File: config.mk
export PLATFORM = sky130hd
export DESIGN_NAME = rng_arbiter
export DESIGN_NICKNAME = d
export VERILOG_FILES = /design/src/rtl/rng_pkg.sv /design/src/rtl/lfsr8.sv /design/src/rtl/rng_arbiter.sv
export SDC_FILE = /design/constraint.sdc
export NUM_CORES = 1
export LEC_CHECK = 0
export BUFFER_PORTS_ARGS = -buffer_cell sky130_fd_sc_hd__clkbuf_2
export CORE_MARGIN = 10
export CORE_UTILIZATION = 62
export CTS_CLUSTER_DIAMETER = 40
export DETAILED_ROUTE_END_ITERATION = 7
export HOLD_SLACK_MARGIN = 0.1
export PLACE_DENSITY = 0.89
export SYNTH_ARGS = -nofsm -noshare
export SYNTH_HDL_FRONTEND = slang
export SYNTH_HIERARCHICAL = 1
export SYNTH_SLANG_ARGS = --single-unit
File: constraint.sdc
create_clock -name clk -period 3.8 [get_ports clk]
set_input_delay 0.38 -clock clk [delete_from_list [all_inputs] [get_ports clk]]
set_output_delay 0.38 -clock clk [all_outputs]
set_load 0.005 [all_outputs]
File: src/rtl/rng_pkg.sv
// rng_pkg: shared types and constants for the game RNG arbiter
package rng_pkg;
  typedef enum logic [1:0] {IDLE, SEED, RUN} state_t;
  localparam int REQ_PIPE = 0;
  localparam int REQ_COIN = 1;
  localparam int LFSR_W = 8;
endpackage

File: src/rtl/lfsr8.sv
// lfsr8: 8-bit game LFSR, loadable with a seed and stepped on demand
module lfsr8
  import rng_pkg::*;
(
  input  logic              clk,
  input  logic              rst,
  input  logic              load,
  input  logic              en,
  input  logic [LFSR_W-1:0] seed,
  output logic [LFSR_W-1:0] out
);
  // load wins over stepping; without en the register holds its value
  always_ff @(posedge clk)
    if (rst) out <= '0;
    else if (load) out <= seed;
    else if (en) out <= {out[6], out[5] ^ out[7], out[4] ^ out[7], out[3] ^ out[7], out[2], out[1], out[0], out[7]};
endmodule

File: src/rtl/rng_arbiter.sv
// rng_arbiter: seeds and runs the game LFSR and round-robins mapped values to two requesters (FIXED_SEED_EN selects a constant seed)
module rng_arbiter
  import rng_pkg::*;
#(
  parameter logic [7:0] GAP_MIN    = 8'd40,
  parameter logic [7:0] GAP_SPAN   = 8'd160,
  parameter logic [7:0] FIXED_SEED = 8'hA5
) (
  input  logic       clk,
  input  logic       rst,
  input  logic       start,
  input  logic       halt,
  input  logic [1:0] req,
  output logic [1:0] ack,
  output logic [7:0] value,
  output logic       ready
);
  state_t            state, state_nx;
  logic [7:0]        cnt, seed_reg, new_seed, mapped;
  logic [LFSR_W-1:0] raw;
  logic [1:0]        grant;
  logic              ptr;
`ifdef FIXED_SEED_EN
  assign new_seed = FIXED_SEED;
`else
  assign new_seed = (cnt == 8'h00) ? 8'h01 : cnt;
`endif
  lfsr8 u_lfsr (
    .clk (clk),
    .rst (rst),
    .load(state == SEED),
    .en  (state == RUN),
    .seed(seed_reg),
    .out (raw)
  );
  // next state, grant selection and range mapping; halt suppresses any grant
  always_comb begin
    state_nx = (state == IDLE) ? (start ? SEED : IDLE) : (state == SEED) ? RUN : (halt ? IDLE : RUN);
    grant    = (state != RUN || halt) ? 2'b00 : (req == 2'b11) ? (ptr ? 2'b01 : 2'b10) : req;
    mapped   = GAP_MIN + ((raw >= GAP_SPAN) ? raw - GAP_SPAN : raw);
  end
  // state register
  always_ff @(posedge clk)
    if (rst) state <= IDLE;
    else state <= state_nx;
  // free-running seed counter, seed capture, grant pulse, held value and tie pointer
  always_ff @(posedge clk)
    if (rst) begin
      cnt      <= 8'h00;
      seed_reg <= 8'h00;
      ptr      <= 1'b1;
      ack      <= 2'b00;
      value    <= 8'h00;
    end else begin
      cnt <= cnt + 8'h01;
      if (state == IDLE && start) seed_reg <= new_seed;
      ack <= grant;
      if (|grant) value <= mapped;
      if (&req && |grant) ptr <= grant[REQ_COIN];
    end
  assign ready = (state == RUN);
endmodule
==> results.md <==
* Number of fill cells in the layout at 229
* Clock tree from TritonCTS: built
* Critical Path RT at 3.42 ns
* Effective utilization at floorplan at a little under two thirds
* Worst slew slack as a fraction of its limit at 45.6%
* Tightest Pin Transition at 0.816 ns
* Type of destination of the critical path: output port
* Count of buffers from port buffering at 16
* Total Routed Length at 3400 um
* I/O pin count at 17
* Number of remaining DRC errors at 0
* CTS hold repair buffers at 0
* Share of power burned in registers at 57.7%
* Resized cells post-CTS at 0
* Global Route met2 Usage at 23.5%
* Pleak at 0.705 nW
* Busiest layer in global routing: met2
* Clock network latency to the later pin of the worst-skew pair at approximately 0.34 ns
* Count of standard-cell rows at 19
* Share of the synthesized area in the top cell type at 42.8%
* Syn avg cell area at 9.57 um2
* Core Area at around 0.0027 mm2
* Total vias in the final route at between 1000 and 1500
* Netlist cell types at between 40 and 50
* Async S/R FF share, synth at 0%
* Growth of design area from synthesis to finish at 7.66%
* Count of max-cap constraint violations at 0
* Post-Syn Area at 0.00173 mm2
* Worst Path Class, Setup: flip-flop to output port
* Maximum number of pins on one net before global-route repair at 42
* Outcome: complete, no violations
* PD cells at 389 mW/mm2
* Vias per inst at 5.72
* Clock tree skew after final layout at 0.0102 ns
* Category of the worst setup path launch point: flip-flop
* Switch Pwr at 184 uW
* First-pass GRT wire length at 5800 um
* Die H at 72.9 um
* Clock group share of total power at about 32%
* Portion of the post-synthesis area used by sequential elements at 42.8%
* Cell accounting for the most synthesized area: sky130_fd_sc_hd__dfxtp_1
* Clock sink total at 37
* Fraction of met3 tracks used by global routing at around 4.2%
* Buffer type at the clock tree root: sky130_fd_sc_hd__clkbuf_4
* Detailed-placement wirelength estimate at about 2500 um
* Number of enable-type register cells in the synthesized netlist at 0
* Number of setup buffers added after CTS at 0
* Number of nets in the synthesized netlist at around 190
* Critical path fanouts, max at 10
* Clock H-tree levels at 2
* Number of buffers added by the clock tree synthesis step at 5
* Max Slew Vio Count at 0
* Average wire per standard cell at approximately 15 um
* Endpoints failing hold at 0
* Instance count of the mapped netlist at 181
* Global router's overall resource usage at 13.6%
* Arrival time of data at the critical path endpoint at 1.75 ns
* Internal power component at 541 uW
* Max Root-Sink Buffers at 2
* Highest achievable clock rate at ~470 MHz
* Final period util at 56.1%
* Layout cells sized above 1 at 19.3%
* Area of the die at 0.00531 mm2
* Horizontal extent of the die at about 73 um
* Switching share of power at 25.4%
* Worst VDD drop at 0.000289 V
* Placed Cells at 220
* Type of the most critical hold path: primary input to flip-flop
* First-pass iteration count of the detailed router at 4
* Number of synthesized register bits at 37
* Post-DRT Antenna Nets at 0
* GP Congestion at 0.813
* Net count reported at finish at ~210
* Most area-consuming cells after synthesis: sky130_fd_sc_hd__dfxtp_1 (43%), sky130_fd_sc_hd__mux2i_1 (5.2%), sky130_fd_sc_hd__nand2_1 (4.6%)
* Clock transition at the register clock pins on the worst setup and hold paths after CTS at 0.11 ns
* Antenna cell count at 0
* Via count of the first global-routing pass at about 1300
* Synth Flop Type: sky130_fd_sc_hd__dfxtp_1
* Combinational Power Share at between 10% and 20%
* Layout Cells excl Fill at 228
* Leftover overflow at the end of global routing at 0
* Unrepaired setup endpoints after global routing: false
* Final number of setup-violating endpoints at 0
* Sum of negative setup slack at 0 ns
* Met1 Track Usage GR at 14.5%
* Synthesis Warnings at 6
* Min Tclk post-route at 2.13 ns
* Initial antenna violation count at 0
* First-iteration detailed-routing DRC count at 84
cell usage after synthesis, drive strengths merged, types with 2 or more instances:
cell type / n
nor3b: 3
inv: 6
buf: 6
o221ai: 2
ha: 4
a311oi: 2
xor2: 6
mux2i: 9
o211ai: 2
xnor2: 5
nor2b: 10
nand2: 21
nand3b: 3
nor2: 18
dfxtp: 37
a211oi: 8
and3: 2
nand3: 5
o21ai: 2
a21oi: 10
or4b: 4
nand2b: 4
clkbuf: 2
power by group through the flow:
stage / logic (mW) / clock network [mW] / registers, mW
floorplan: 0.0613 / 0 / 0.422
global placement: 0.0690 / 0 / 0.425
detailed placement: 0.0740 / 0 / 0.427
CTS: 0.0745 / 0.237 / 0.418
global route: 0.0830 / 0.255 / 0.420
finish: 0.0739 / 0.233 / 0.418
cell usage in the layout, fill, tap and decap left out, types with 2 or more instances in the layout:
cell type                  instances
sky130_fd_sc_hd__nand3b_1          3
sky130_fd_sc_hd__or4b_1            4
sky130_fd_sc_hd__clkbuf_4          5
sky130_fd_sc_hd__clkbuf_8          2
sky130_fd_sc_hd__inv_1             6
sky130_fd_sc_hd__nor2b_1          10
sky130_fd_sc_hd__nand2b_1          4
sky130_fd_sc_hd__o221ai_2          2
sky130_fd_sc_hd__nor2_2            2
sky130_fd_sc_hd__nor2_1           16
sky130_fd_sc_hd__a311oi_1          2
sky130_fd_sc_hd__and3_1            2
sky130_fd_sc_hd__xnor2_1           5
sky130_fd_sc_hd__mux2i_1           9
sky130_fd_sc_hd__a21oi_1           9
sky130_fd_sc_hd__nand3_1           5
sky130_fd_sc_hd__dfxtp_1          37
sky130_fd_sc_hd__a211oi_2          2
sky130_fd_sc_hd__nor3b_4           2
sky130_fd_sc_hd__ha_1              4
sky130_fd_sc_hd__nand2_1          21
sky130_fd_sc_hd__a211oi_1          6
sky130_fd_sc_hd__xor2_1            6
sky130_fd_sc_hd__clkbuf_2         16
worst max-delay path, stage by stage, from the launching register on:
cell	delay, ns
sky130_fd_sc_hd__dfxtp_1	0.47
sky130_fd_sc_hd__nor2b_1	0.70
sky130_fd_sc_hd__clkbuf_2	0.24
kinds of logic after synthesis:
family,synth area share [%]
and+or+nand+nor,24.8
xor gates and xnor gates,5.56
AOI/OAI and AO/OA,13.6
buffers and inverters,4.55
adders and majority gates,2.89
muxes,5.85
DFF,42.8
metal layers:
metal	vias to the layer above	wire, um
li1	661	-
met1	614	1370
met2	18	1790
met3	11	143
met4	0	96
met5	-	0
final timing paths:
check | start | end | slack, ns | cells after the start
setup / recovery | state[1] | ready | 1.67 | 2
hold / removal | halt | state[1] | 0.27 | 2
setup reg to reg | state[1] | u_lfsr/out[5] | 1.94 | 3
hold reg to reg | seed_reg[2] | seed_reg[2] | 0.47 | 2
area by class of cell:
class	count	area (um2)	share of cell area (%)
clock buffers	7	65.1	3.49
clock inverters	1	5.00	0.268
inverters	6	22.5	1.21
multi-input cells	130	912	48.9
flip-flops and latches	37	741	39.7
well taps	31	38.8	2.08
repair buffers	16	80.1	4.30
metrics by stage:
stage               cell area, um2  hold slack, ns  power (mW)  util (%)  worst slack (ns)
floorplan                     1730           0.436       0.483         -              2.34
global placement              1790           0.443       0.494      66.2              2.07
detailed placement            1790           0.452       0.501      66.2              2.00
CTS                           1860           0.259       0.730      68.8              1.67
global route                  1860           0.261       0.758      68.8              1.56
finish                        1860           0.265       0.725      68.8              1.67
No activity file was read; power rests on OpenSTA's default activity.
